<file path="config.mk">
export PLATFORM = sky130hd
export DESIGN_NAME = if_fetch_queue
export DESIGN_NICKNAME = d
export VERILOG_FILES = /design/src/rtl/if_fetch_queue.sv
export SDC_FILE = /design/constraint.sdc
export NUM_CORES = 1
export LEC_CHECK = 0
export BUFFER_PORTS_ARGS = -buffer_cell sky130_fd_sc_hd__buf_4
export CAP_MARGIN = 30
export CORE_UTILIZATION = 35
export CTS_BUF_LIST = sky130_fd_sc_hd__clkbuf_8
export CTS_CLUSTER_DIAMETER = 60
export CTS_CLUSTER_SIZE = 24
export DETAILED_ROUTE_END_ITERATION = 8
export PLACE_DENSITY_LB_ADDON = 0.2
export SLEW_MARGIN = 20
export SYNTH_ARGS = -nofsm -noshare
export SYNTH_HDL_FRONTEND = slang
export SYNTH_SLANG_ARGS = --single-unit
</file>
<file path="constraint.sdc">
create_clock -name clk -period 6.2 [get_ports clk]
set_input_delay 0.62 -clock clk [delete_from_list [all_inputs] [get_ports clk]]
set_output_delay 0.62 -clock clk [all_outputs]
set_load 0.03 [all_outputs]
</file>
<file path="src/rtl/if_fetch_queue.sv">
// -----------------------------------------------------------------------------
// if_fetch_queue
//
// Instruction fetch stage. Holds the PC, picks the next PC (sequential, branch
// or jump), issues one request at a time to a variable-latency instruction
// memory and buffers the returned instructions in a DEPTH-entry queue. Decode
// drains the queue through a valid/ready handshake. A taken redirect (jump or
// branch) flushes everything queued and marks any in-flight fetch as stale.
//
// Parameters
//   WIDTH     PC / instruction width in bits
//   DEPTH     queue entries (power of 2, >= 2)
//   RESET_PC  PC value after reset
//   PC_INC    sequential PC increment
//
// Ports
//   clk          in   rising-edge clock
//   rst          in   asynchronous active-low reset
//   stall_pc     in   blocks new fetch issue; redirects are still honoured
//   jump         in   redirect to pc_jump (wins over pcsrc)
//   pc_jump      in   jump target
//   pcsrc        in   redirect to pc_branch
//   pc_branch    in   branch target
//   imem_req     out  fetch request, address accepted in the same cycle
//   imem_addr    out  fetch address (current PC)
//   imem_rvalid  in   response valid, at least one cycle after the request
//   imem_rdata   in   response instruction
//   instr_valid  out  queue head valid towards decode
//   instr_ready  in   decode accepts the head
//   instr        out  head instruction
//   pc_fetch     out  head instruction address + PC_INC
//   q_count      out  number of occupied queue entries
//
// Configuration
//   IFQ_BYPASS_EN  when defined, a response arriving at an empty queue is
//                  presented to decode in the same cycle (and is only written
//                  into the queue if decode does not take it). When undefined,
//                  decode only ever sees the queue head.
// -----------------------------------------------------------------------------
module if_fetch_queue #(
    parameter int unsigned      WIDTH    = 32,
    parameter int unsigned      DEPTH    = 4,
    parameter logic [WIDTH-1:0] RESET_PC = '0,
    parameter int unsigned      PC_INC   = 4
) (
    input  logic                    clk,
    input  logic                    rst,
    input  logic                    stall_pc,
    input  logic                    jump,
    input  logic [WIDTH-1:0]        pc_jump,
    input  logic                    pcsrc,
    input  logic [WIDTH-1:0]        pc_branch,
    output logic                    imem_req,
    output logic [WIDTH-1:0]        imem_addr,
    input  logic                    imem_rvalid,
    input  logic [WIDTH-1:0]        imem_rdata,
    output logic                    instr_valid,
    input  logic                    instr_ready,
    output logic [WIDTH-1:0]        instr,
    output logic [WIDTH-1:0]        pc_fetch,
    output logic [$clog2(DEPTH):0]  q_count
);

    localparam int unsigned      PTR_W     = $clog2(DEPTH);
    localparam int unsigned      CNT_W     = PTR_W + 1;
    localparam logic [WIDTH-1:0] INC       = WIDTH'(PC_INC);
    localparam logic [CNT_W-1:0] CNT_DEPTH = CNT_W'(DEPTH);

    // Request tracker: nothing in flight, one live request in flight, or one
    // stale request in flight whose response must be thrown away.
    typedef enum logic [1:0] {
        FS_IDLE,
        FS_BUSY,
        FS_DROP
    } fetch_state_e;

    fetch_state_e     state_q, state_d;
    logic [WIDTH-1:0] pc_q, pc_d;
    logic [WIDTH-1:0] req_addr_q, req_addr_d;  // address of the request in flight
    logic [CNT_W-1:0] count_q, count_d;
    logic [PTR_W-1:0] rd_ptr_q, rd_ptr_d;
    logic [PTR_W-1:0] wr_ptr_q, wr_ptr_d;
    logic             run_q;                   // low for the first cycle out of reset

    logic [WIDTH-1:0] instr_mem_q [DEPTH];
    logic [WIDTH-1:0] pcf_mem_q   [DEPTH];

    logic             redirect;
    logic [WIDTH-1:0] target;
    logic             outstanding;
    logic             resp_accept;
    logic             resp_keep;
    logic [WIDTH-1:0] resp_pc;
    logic             q_empty;
    logic             bypass;
    logic             push;
    logic             pop;
    logic [CNT_W-1:0] next_count;

    // -------------------------------------------------------------------------
    // Redirect and response qualification
    // -------------------------------------------------------------------------
    assign redirect    = jump | pcsrc;
    assign target      = jump ? pc_jump : pc_branch;

    assign outstanding = (state_q != FS_IDLE);
    // A response is only meaningful while a request is in flight.
    assign resp_accept = imem_rvalid & outstanding;
    // Stale responses and responses landing in a redirect cycle are discarded.
    assign resp_keep   = resp_accept & (state_q == FS_BUSY) & ~redirect;
    assign resp_pc     = req_addr_q + INC;

    assign q_empty     = (count_q == '0);

    // -------------------------------------------------------------------------
    // Decode-side outputs
    // -------------------------------------------------------------------------
`ifdef IFQ_BYPASS_EN
    assign bypass   = resp_keep & q_empty;
    assign instr    = bypass ? imem_rdata : instr_mem_q[rd_ptr_q];
    assign pc_fetch = bypass ? resp_pc    : pcf_mem_q[rd_ptr_q];
`else
    assign bypass   = 1'b0;
    assign instr    = instr_mem_q[rd_ptr_q];
    assign pc_fetch = pcf_mem_q[rd_ptr_q];
`endif

    assign instr_valid = ~q_empty | bypass;

    // A bypassed response taken by decode never touches the queue.
    assign push = resp_keep & ~(bypass & instr_ready);
    // A pop in a redirect cycle is moot: the whole queue is cleared anyway.
    assign pop  = ~q_empty & instr_ready & ~redirect;

    assign next_count = count_q + CNT_W'(push) - CNT_W'(pop);

    // -------------------------------------------------------------------------
    // Fetch issue
    // -------------------------------------------------------------------------
    // Only one request may be in flight; a response accepted this cycle frees
    // the slot immediately so back-to-back fetches sustain one per cycle.
    // Requiring next_count < DEPTH reserves a queue slot for the response, so
    // the queue can never overflow.
    assign imem_req  = run_q & ~stall_pc & ~redirect
                     & (~outstanding | resp_accept)
                     & (next_count < CNT_DEPTH);
    assign imem_addr = pc_q;
    assign q_count   = count_q;

    // -------------------------------------------------------------------------
    // Request tracker next state
    // -------------------------------------------------------------------------
    always_comb begin
        // NOTE: every signal driven here gets a default before any branch, so
        // no path leaves it unassigned and no latch is inferred.
        state_d = state_q;
        if (imem_req) begin
            state_d = FS_BUSY;
        end else if (resp_accept) begin
            state_d = FS_IDLE;
        end else if (redirect && state_q == FS_BUSY) begin
            // Response still on its way: remember to throw it away.
            state_d = FS_DROP;
        end
    end

    // -------------------------------------------------------------------------
    // PC, pointer and count next state
    // -------------------------------------------------------------------------
    always_comb begin
        pc_d       = pc_q;
        req_addr_d = req_addr_q;
        count_d    = next_count;
        rd_ptr_d   = rd_ptr_q + PTR_W'(pop);   // wraps modulo DEPTH
        wr_ptr_d   = wr_ptr_q + PTR_W'(push);
        if (redirect) begin
            pc_d     = target;
            count_d  = '0;
            rd_ptr_d = '0;
            wr_ptr_d = '0;
        end else if (imem_req) begin
            pc_d       = pc_q + INC;            // wraps modulo 2^WIDTH
            req_addr_d = pc_q;
        end
    end

    // -------------------------------------------------------------------------
    // State registers
    // -------------------------------------------------------------------------
    // NOTE: sequential state uses non-blocking assignments so every register
    // samples the pre-edge values, independent of statement order.
    always_ff @(posedge clk or negedge rst) begin
        if (!rst) begin
            state_q    <= FS_IDLE;
            pc_q       <= RESET_PC;
            req_addr_q <= RESET_PC;
            count_q    <= '0;
            rd_ptr_q   <= '0;
            wr_ptr_q   <= '0;
            run_q      <= 1'b0;
        end else begin
            state_q    <= state_d;
            pc_q       <= pc_d;
            req_addr_q <= req_addr_d;
            count_q    <= count_d;
            rd_ptr_q   <= rd_ptr_d;
            wr_ptr_q   <= wr_ptr_d;
            run_q      <= 1'b1;
        end
    end

    // NOTE: the queue storage is deliberately not reset; count_q alone says
    // which entries hold data, and an unreset array maps onto plain storage.
    always_ff @(posedge clk) begin
        if (push) begin
            instr_mem_q[wr_ptr_q] <= imem_rdata;
            pcf_mem_q[wr_ptr_q]   <= resp_pc;
        end
    end

endmodule

</file>
==> results of run 1 <==
-- Yosys cell counts (5+ instances only) --
master and n:
nand2_1 130, inv_1 13, and3_1 10, o22ai_1 9, o31ai_1 7, edfxtp_1 256, nand3_1 33, a22oi_1 6
mux2i_1 18, buf_2 9, buf_1 9, ha_1 6, nor3_1 9, o21ai_0 33, nand4_1 10, dfrtp_1 74
xnor2_1 25, a21oi_1 15, xor2_1 14, mux4_2 64, or3_1 5, clkbuf_1 17, nor2_1 24, and2_1 5
-- layer usage --
| metal | vias to the layer above | GRT usage, % |
|---|---|---|
| met3 | 33 | 2.53 |
| li1 | 3666 | - |
| met2 | 235 | 25.3 |
| met1 | 3870 | 22.2 |
| met4 | 0 | 4.10 |
| met5 | - | 0 |
-- cells by family (layout without fill, tap and decap cells) --
| kind of cell | count (synthesis) | count (layout) | synth area share [%] |
|---|---|---|---|
| DFF | 330 | 330 | 70.5 |
| and+or+nand+nor | 249 | 249 | 8.64 |
| AOI/OAI and AO/OA | 85 | 85 | 3.82 |
| muxes | 82 | 82 | 12.0 |
| buffers and inverters | 52 | 288 | 1.67 |
| xor gates and xnor gates | 40 | 40 | 2.70 |
| adders and majority gates | 7 | 7 | 0.702 |
| other | 1 | 1 | 0.0277 |
-- worst max-delay path: cells and delay by family --
family	cells	cell delay (ns)
simple gates	3	1.48
buf+inv	6	1.21
fa+ha+maj	3	0.81
xor+xnor	1	0.26
-- area by class of cell --
type / instances / area (µm²)
fillers: 3500 / 21300
flip-flops and latches: 330 / 9540
multi-input cells: 464 / 3810
repair buffers: 220 / 1690
well taps: 511 / 639
clock buffers: 29 / 399
clock inverters: 25 / 367
inverters: 14 / 53.8
-- metrics by stage --
stage          worst slack (ns)  std cells  total power [W]  cell area (µm²)  hold slack (ns)
2_1_floorplan              1.26        846          0.00283            13500            0.324
3_3_place_gp               1.17       1535          0.00302            15700            0.493
3_5_place_dp               1.13       1536          0.00303            15700            0.491
4_1_cts                    1.15       1591          0.00462            16500           0.0851
5_1_grt                   0.986       1593          0.00475            16500            0.107
6_report                   1.19       1593          0.00456            16500            0.142
-- repair_timing --
| item | CTS | global route |
|---|---|---|
| hold buffers | 1 | 0 |
| hold endpoints to repair | 25 | 0 |
| setup endpoints to repair | 0 | 0 |
| buffers inserted | 0 | 0 |
-- power groups by stage --
stage / clock [W] / combinational [W] / sequential [W]
finish: 0.00158 / 0.000379 / 0.00260
CTS: 0.00163 / 0.000382 / 0.00260
global placement: 0 / 0.000369 / 0.00265
global route: 0.00171 / 0.000422 / 0.00262
floorplan: 0 / 0.000172 / 0.00266
detailed placement: 0 / 0.000380 / 0.00265
-- state kept, by name, indices dropped and copies added (netlist names) --
name / cells
instr_mem_q: 128
pcf_mem_q: 128
imem_addr: 32
req_addr_q: 32
q_count: 3
rd_ptr_q: 2
state_q: 2
wr_ptr_q: 2
run_q: 1
-- worst paths after layout --
kind	from	end
setup / recovery	jump	imem_req
max in group asynchronous	rst	req_addr_q[17]
hold reg to reg	req_addr_q[31]	req_addr_q[31]
min in group asynchronous	rst	run_q
hold / removal	imem_rvalid	state_q[1]
setup reg to reg	q_count[1]	imem_addr[27]
==> impl_metrics.py, run 1 <==
metrics = {
    "run_status": {
        "outcome": "complete, no violations",
    },
    "placement": {
        "dpl.hpwl_um": 20500,
        "gp_congestion": 0.805,
        "portBuffers": 203,
    },
    "die": {
        "die_h_um": 199,
        "rows": 71,
        "core_area_mm2": 0.0378,
        "initial_utilization_pct": 35.8,
        "die_w_um": 199,
        "dieArea_mm2": 0.0395,
        "ioPinCount": 204,
    },
    "route": {
        "dr_wl_met3_um": 1610,
        "postRouteAntennaNets": 0,
        "drt-met1-wl_um": 14100,
        "met2_length_um": 14300,
        "routed_wl_um": 30500,
        "wl_per_cell_um": 19.2,
        "first_iter_violations": 401,
        "top_layer_used": "met4",
        "first_pass_iters": 4,
        "drc": 0,
        "viasPerCell": 4.90,
        "num_vias": 7804,
    },
    "power": {
        "p_leak_nw": 6.03,
        "p_per_area_mw_per_mm2": 276,
        "sw_frac_of_total_pct": 26.0,
        "p_int_w": 0.00337,
        "clkPwrFrac_pct": 34.6,
        "seqPwrFrac_pct": 57.1,
        "peakVddDrop_v": 0.000142,
        "switching_power_w": 0.00118,
        "p_comb_share_pct": 8.3,
    },
    "global_route": {
        "antenna_found_initial": 0,
        "grt_pass1_wl_um": 47600,
        "grt_max_degree": 51,
        "grt_use_total_pct": 15.7,
        "grt.overflow.total": 0,
        "grt_pass1_vias": 8116,
    },
    "timing": {
        "final.setup.tns_ns": 0,
        "tightest_slew_ns": 0.887,
        "maxSlewViolCount": 0,
        "timing.final.crit_share_pct": 80.7,
        "setup_viol": 0,
        "finalHoldViolations": 0,
        "maxSlewHeadroom_pct": 40.3,
        "clock_skew_ns": 0.0438,
        "max_freq_mhz": 200,
        "post-route-min-period_ns": 5.01,
        "rsz0062_at_grt": "false",
    },
    "hold_path": {
        "whs_path_depth": 2,
        "hold_path.class": "in2reg",
    },
    "final_layout": {
        "layout-drive-gt1-share_pct": 32.4,
        "area_growth_pct": 21.9,
        "nNetsFinal": 1169,
        "final_cell_mix": "edfxtp_1, buf_4, nand2_1",
        "utilization_pct": 43.6,
        "final_common_cell": "edfxtp_1",
        "antennaDiodeCount": 0,
    },
    "worst_setup_path": {
        "max_stage_delay_ns": 0.74,
        "r2r_cells": 14,
        "cp_slowest_cell": "or4_4",
        "cp_max_fo": 50,
        "r2r_slack_ns": 1.99,
        "critPathRequiredTime_ns": 5.58,
        "crit_chain": "buf_4, or2_0, buf_4, or3_1, ha_1, inv_1, ha_1, inv_1, fa_1, xor3_1, or4_4, clkinv_2, buf_4",
        "cpMostUsedCell": "buf_4",
        "critPathKind": "in2out",
        "critPathArrivalTime_ns": 4.39,
        "end_kind": "primary output",
        "critical_path.startpoint_type": "input pin",
    },
    "cts": {
        "cts_tree": "yes",
        "cts_resized": 0,
        "clkLatencyLatePin_ns": 0.65,
        "ctsLongestPathBuffers": 3,
        "cts_buffers": 29,
        "clock-sinks": 330,
        "cts-root-buf": "clkbuf_8",
        "clk_transition_reported_paths_ns": 0.11,
        "htree_levels": 1,
    },
    "yosys": {
        "yosys_most_used_dff": "edfxtp_1",
        "synth_top_area_cell": "edfxtp_1",
        "synth.distinct_cells": 54,
        "synth_area_leaders": "edfxtp_1, dfrtp_1, mux4_2, nand2_1, xnor2_1",
        "synth.cell_area_mm2": 0.0135,
        "yosysWarnings": 0,
        "syn_inst": 846,
        "synthesis.nets": 956,
        "ys_async_sr_fraction_pct": 22.4,
        "synth_edf_count": 256,
        "synth_top_area_share_pct": 56.8,
        "seq_area_frac_synth_pct": 70.5,
        "ys_ff_latch": 330,
        "avgSynthCellArea_um2": 16.0,
    },
    "run": {
        "maxCapViolations": 0,
    },
}
Note: power is estimated with default switching activity, not from simulation.
==> run 2, diff against run 1 <==
Settings changed: ABC_AREA from default to 1.
Clock period 6.2 ns to 4.6 ns, I/O delays scaled along.
==> run 2 against run 1 <==
Compared with the run above: cell count increased by 32%; final area increased by 4.7%; count of clock-buffer cells in the layout unchanged; hold slack got worse by 0.085 ns; largest power group unchanged; sequential power increased by 38%; synthesized cell count increased by 62%; clock power increased by 26%; global-route usage increased by 1.4 points; clock skew decreased by 0.020 ns.
==> impl_metrics.py, run 2 <==
metrics = {
    "die": {
        "dieArea_mm2": 0.0419,
        "rows": 73,
        "initial_utilization_pct": 35.9,
        "core_area_mm2": 0.0401,
        "die_w_um": 205,
        "ioPinCount": 204,
        "die_h_um": 205,
    },
    "yosys": {
        "seq_area_frac_synth_pct": 66.3,
        "synth_area_leaders": "edfxtp_1, dfrtp_1, nand2_1, nor2_1, o21ai_0",
        "yosys_most_used_dff": "edfxtp_1",
        "synth_top_area_cell": "edfxtp_1",
        "synthesis.nets": 1482,
        "ys_async_sr_fraction_pct": 22.4,
        "synth.distinct_cells": 34,
        "syn_inst": 1372,
        "yosys-top-cells-count": "edfxtp_1, nand2_1, nor2_1, o21ai_0, dfrtp_1",
        "synth.cell_area_mm2": 0.0144,
        "ys_ff_latch": 330,
        "yosysWarnings": 0,
        "synth_top_area_share_pct": 53.5,
        "yosysMostFrequentCell": "edfxtp_1",
        "synth_edf_count": 256,
        "avgSynthCellArea_um2": 10.5,
    },
    "cts": {
        "clkLatencyLatePin_ns": 0.60,
        "cts_resized": 0,
        "cts-root-buf": "clkbuf_8",
        "clk_transition_reported_paths_ns": 0.11,
        "ctsLongestPathBuffers": 3,
        "cts_tree": "yes",
        "clock-sinks": 330,
        "cts_buffers": 28,
        "htree_levels": 1,
    },
    "placement": {
        "dpl.cell_count": 2047,
        "gp_congestion": 0.832,
        "dpl.hpwl_um": 22900,
        "placed_area_mm2": 0.0165,
        "portBuffers": 203,
    },
    "global_route": {
        "grt.overflow.total": 0,
        "grt_max_degree": 89,
        "grt_use_total_pct": 17.2,
        "grt_pass1_vias": 10000,
        "antenna_found_initial": 0,
        "grt_pass1_wl_um": 56300,
    },
    "route": {
        "num_vias": 10300,
        "viasPerCell": 4.88,
        "wl_per_cell_um": 17.1,
        "routed_wl_um": 36100,
        "drc": 0,
        "postRouteAntennaNets": 0,
        "first_pass_iters": 5,
        "first_iter_violations": 574,
    },
    "timing": {
        "hold_slack_ns": 0.0573,
        "max_freq_mhz": 268,
        "finalHoldViolations": 0,
        "clock_skew_ns": 0.0237,
        "post-route-min-period_ns": 3.74,
        "timing.final.crit_share_pct": 81.2,
        "maxSlewHeadroom_pct": 40.7,
        "maxSlewViolCount": 0,
        "final.setup.tns_ns": 0,
        "rsz0062_at_grt": "false",
        "setup_viol": 0,
        "tightest_slew_ns": 0.890,
    },
    "worst_setup_path": {
        "critical_path.startpoint_type": "flop",
        "end_kind": "primary output",
        "cp_max_fo": 15,
        "cp_slowest_cell": "dfrtp_1",
        "critPathRequiredTime_ns": 4.14,
        "max_stage_delay_ns": 0.45,
        "critPathKind": "reg2out",
        "path_delay_family": "adder cells",
        "path_buf_inv": 4,
        "crit_chain": "nor3_1, nor2_1, ha_1, inv_1, ha_1, inv_1, fa_1, xnor2_1, nand2_1, nand2_1, nand2_2, inv_2, buf_4",
        "critPathArrivalTime_ns": 3.28,
    },
    "final_layout": {
        "n_fill_cell": 3869,
        "area_growth_pct": 20.2,
        "antennaDiodeCount": 0,
        "nNetsFinal": 1671,
        "reg.largest.list": "instr_mem_q: 128 flops, pcf_mem_q: 128 flops",
        "design_area_mm2": 0.0173,
        "final_cell_mix": "edfxtp_1, nand2_1, nor2_1",
        "layoutNonFillerInstCount": 2107,
        "layout-drive-gt1-share_pct": 18.5,
        "final_common_cell": "edfxtp_1",
    },
    "run_status": {
        "outcome": "complete, no violations",
    },
    "power": {
        "p_per_area_mw_per_mm2": 362,
        "peakVddDrop_v": 0.000180,
        "p_leak_nw": 6.74,
    },
    "hold_path": {
        "hold_path.class": "in2reg",
    },
    "run": {
        "maxCapViolations": 0,
    },
}
## run 2: path summary, 6_finish.rpt
check	from	end	slack (ns)	depth (start not counted)
setup reg to reg	q_count[1]	imem_addr[23]	1.38	15
max in group asynchronous	rst	rd_ptr_q[0]	3.74	3
min in group asynchronous	rst	imem_addr[29]	0.28	2
hold reg to reg	req_addr_q[30]	req_addr_q[30]	0.52	2
hold / removal	imem_rdata[0]	instr_mem_q[1][0]	0.06	1
setup / recovery	q_count[1]	imem_req	0.86	13
## run 2: worst reg2reg max path: stages (launching register included)
cell     delay [ns]
dfrtp_1        0.45
nor3_1         0.32
nor2_1         0.12
ha_1           0.30
inv_1          0.06
ha_1           0.13
inv_1          0.04
fa_1           0.40
xor2_1         0.16
nand2_1        0.06
nand2_1        0.07
nand2_2        0.10
buf_4          0.55
nand3_1        0.18
nand2_1        0.10
a21oi_1        0.04
## run 2: power breakdown
| group | switching (W) | total (W) | internal, W | leakage, nW |
|---|---|---|---|---|
| registers | 0.000167 | 0.00358 | 0.00341 | 3.22 |
| clock network | 0.00113 | 0.00199 | 0.000852 | 0.357 |
| logic | 0.000439 | 0.000692 | 0.000253 | 3.17 |
| total | 0.00174 | 0.00626 | 0.00452 | 6.74 |
## run 2: area by class of cell
type	count	area, µm²	share of cell area (%)
Sequential cell	330	9540	55.2
Timing Repair Buffer	226	1800	10.4
Inverter	71	268	1.55
Clock inverter	22	313	1.81
Tap cell	525	657	3.80
Multi-Input combinational cell	904	4300	24.9
Clock buffer	29	399	2.31
## run 2: repair_timing
action,CTS,global route
hold buffers,1,7
hold endpoints to repair,3,34
buffers inserted,0,0
## run 2: metal layers
| metal | global-route usage (%) | up-vias | wire length [µm] |
|---|---|---|---|
| li1 | - | 5116 | - |
| met2 | 28.5 | 249 | 16900 |
| met1 | 23.8 | 4875 | 17000 |
| met5 | 0 | - | 0 |
| met3 | 2.66 | 36 | 1720 |
| met4 | 3.04 | 0 | 462 |
## run 2: stage by stage
stage | utilization, % | total power (W) | worst slack [ns]
finish | 43.1 | 0.00626 | 0.865
global route | 43.1 | 0.00655 | 0.610
CTS | 42.9 | 0.00632 | 0.772
detailed placement | 41.1 | 0.00433 | 1.04
global placement | 40.9 | 0.00431 | 1.15
floorplan | - | 0.00400 | -1.49
## run 2: cells by family (layout without fill, tap and decap cells)
group                    after synthesis  after routing  share of synthesized area [%]
flip-flops                           330            330                           66.3
other                                  1              1                         0.0261
AO/OA/AOI/OAI                        279            279                           10.4
AND/OR/NAND/NOR                      585            585                           16.8
adder cells (fa/ha/maj)                7              7                          0.661
XOR/XNOR                              32             32                           1.95
buffers and inverters                138            348                           3.91
==> run 3, diff against run 2 <==
Settings changed: ABC_AREA 1 to 0.
Clock period 4.6 ns to 3.1 ns, I/O delays scaled along.
==> run 3 against run 2 <==
Compared with the run above: the run now ends with setup timing left; sequential power grew 46%; power up 46%; non-clock buffer count grew 92; first-iteration DRC count is 44% lower; global-route usage fell by 0.96 points; sequential share of layout area shrank 2.1 points; largest cell class unchanged.
==> impl_metrics.py, run 3 (synthesis gave the netlist of run 1 again) <==
metrics = {
    "final_layout": {
        "reg.largest.list": "instr_mem_q: 128 flops, pcf_mem_q: 128 flops",
        "design_area_mm2": 0.0180,
        "layoutNonFillerInstCount": 1694,
        "ff_latch_area_mm2": 0.00955,
        "final_cell_mix": "edfxtp_1, buf_4, nand2_1",
        "layout-drive-gt1-share_pct": 37.5,
        "nNetsFinal": 1269,
        "n_fill_cell": 3352,
        "area_growth_pct": 32.7,
        "final_common_cell": "edfxtp_1",
        "antennaDiodeCount": 0,
        "multiInputGateArea_mm2": 0.00406,
    },
    "route": {
        "postRouteAntennaNets": 0,
        "wl_per_cell_um": 18.8,
        "first_iter_violations": 324,
        "first_pass_iters": 4,
        "num_vias": 8238,
        "viasPerCell": 4.86,
        "routed_wl_um": 31800,
        "drc": 0,
    },
    "hold_path": {
        "whs_path_depth": 3,
        "hold_path.class": "in2reg",
    },
    "die": {
        "die_w_um": 199,
        "ioPinCount": 204,
        "die_h_um": 199,
        "rows": 71,
        "initial_utilization_pct": 35.8,
        "core_area_mm2": 0.0378,
        "dieArea_mm2": 0.0395,
    },
    "timing": {
        "finalHoldViolations": 0,
        "setup_viol": 54,
        "fin_ws_ns": -0.494,
        "rsz0062_at_grt": "true",
        "clock_skew_ns": 0.0399,
        "post-route-min-period_ns": 3.59,
        "max_freq_mhz": 278,
        "final.setup.tns_ns": -10.16,
        "tightest_slew_ns": 0.787,
        "timing.final.crit_share_pct": 116,
        "maxSlewViolCount": 0,
        "maxSlewHeadroom_pct": 47.5,
    },
    "global_route": {
        "grt_use_total_pct": 16.2,
        "antenna_found_initial": 0,
        "grt_pass1_wl_um": 49000,
        "grt_max_degree": 65,
        "grt_pass1_vias": 8605,
        "grt.overflow.total": 0,
    },
    "cts": {
        "clk_transition_reported_paths_ns": 0.11,
        "cts_buffers": 30,
        "clock-sinks": 330,
        "cts_tree": "yes",
        "htree_levels": 1,
        "cts-root-buf": "clkbuf_8",
        "ctsLongestPathBuffers": 3,
        "clkLatencyLatePin_ns": 0.63,
    },
    "placement": {
        "placed_area_mm2": 0.0161,
        "gp_congestion": 0.781,
        "portBuffers": 203,
        "dpl.hpwl_um": 20200,
        "dpl.cell_count": 1563,
    },
    "worst_setup_path": {
        "r2r_slack_ns": -0.32,
        "r2r_start": "q_count[1]",
        "critPathCapture": "imem_req",
        "r2r-end": "imem_addr[11]",
        "r2r_cells": 16,
        "cp_slowest_cell": "or4_4",
        "cp_max_fo": 2,
        "critPathKind": "reg2out",
        "critPathRequiredTime_ns": 2.79,
        "crit_path_start": "q_count[1]",
        "critical_path.startpoint_type": "flop",
        "crit_chain": "or3_4, and3_4, ha_4, inv_2, ha_4, inv_2, fa_2, xor3_1, or4_4, clkinv_8, buf_8",
        "max_stage_delay_ns": 0.48,
        "critPathArrivalTime_ns": 3.28,
        "end_kind": "primary output",
    },
    "power": {
        "p_per_area_mw_per_mm2": 509,
        "p_leak_nw": 6.61,
        "peakVddDrop_v": 0.000330,
    },
    "run": {
        "maxCapViolations": 0,
    },
    "run_status": {
        "violations": "setup timing",
        "outcome": "finished with violations",
    },
}
## run 3: changes by cell type in the layout (fill, tap and decap cells not counted), sizes merged, moves of 10 or more
cell,change
mux2i,+18
nand2,-122
buf,+37
and3,+10
dlygate4sd3,+55
inv,-55
o21ai,-153
xor2,-11
nand3,-31
xnor2,+18
mux4,+64
nor2,-216
o22ai,-61
## run 3: power by group
part           leakage, nW  total (W)  internal, W  switching, W
Clock                0.380    0.00305      0.00129       0.00176
Combinational         3.01   0.000880     0.000396      0.000485
Sequential            3.22    0.00522      0.00500      0.000214
## run 3: stage by stage
stage               power [W]  util (%)  setup WS, ns  hold slack (ns)
floorplan             0.00567         -        -0.229           0.0144
global placement      0.00606      42.5       -0.0764            0.488
detailed placement    0.00608      42.6        -0.119            0.250
CTS                   0.00924      47.1        -0.655          0.00331
global route          0.00954      47.5        -0.599           0.0228
finish                0.00914      47.5        -0.494           0.0504
## run 3: worst max-delay path, delay by kind of cell (launching register included)
kind,cells,cell delay [ns]
and+or+nand+nor,3,1.08
adders and majority gates,3,0.68
DFF,1,0.41
buffers and inverters,4,0.29
xor gates and xnor gates,1,0.23
## run 3: cell type report
type | instances | area share [%]
Clock buffer | 32 | 2.45
Clock inverter | 24 | 1.84
Inverter | 14 | 0.362
Multi-Input combinational cell | 464 | 22.6
Sequential cell | 330 | 53.2
Tap cell | 511 | 3.56
Timing Repair Buffer | 318 | 15.9
Timing Repair inverter | 1 | 0.0906
## run 3: worst min path at each step
stage / endpoint / slack [ns] / from
global route: imem_addr[18] / 0.02 / pc_jump[18]
CTS: imem_addr[28] / 0.003 / pc_jump[28]
finish: imem_addr[25] / 0.05 / pc_branch[25]
floorplan: imem_addr[0] / 0.01 / rst
global placement: state_q[1] / 0.49 / imem_rvalid
detailed placement: q_count[0] / 0.25 / rst
## run 3: timing repair
action	CTS	global route
hold buffers	63	0
resized for setup	31	46
endpoints found under the setup margin	33	63
pin swaps	6	22
buffers inserted	9	4
cloned	4	0
hold endpoints to repair	222	0
## run 3: metal layers
metal  GRT usage [%]  wire, µm
met5               0         0
met4            3.08       470
met3            3.39      1940
met2            26.4     15000
met1            22.5     14500
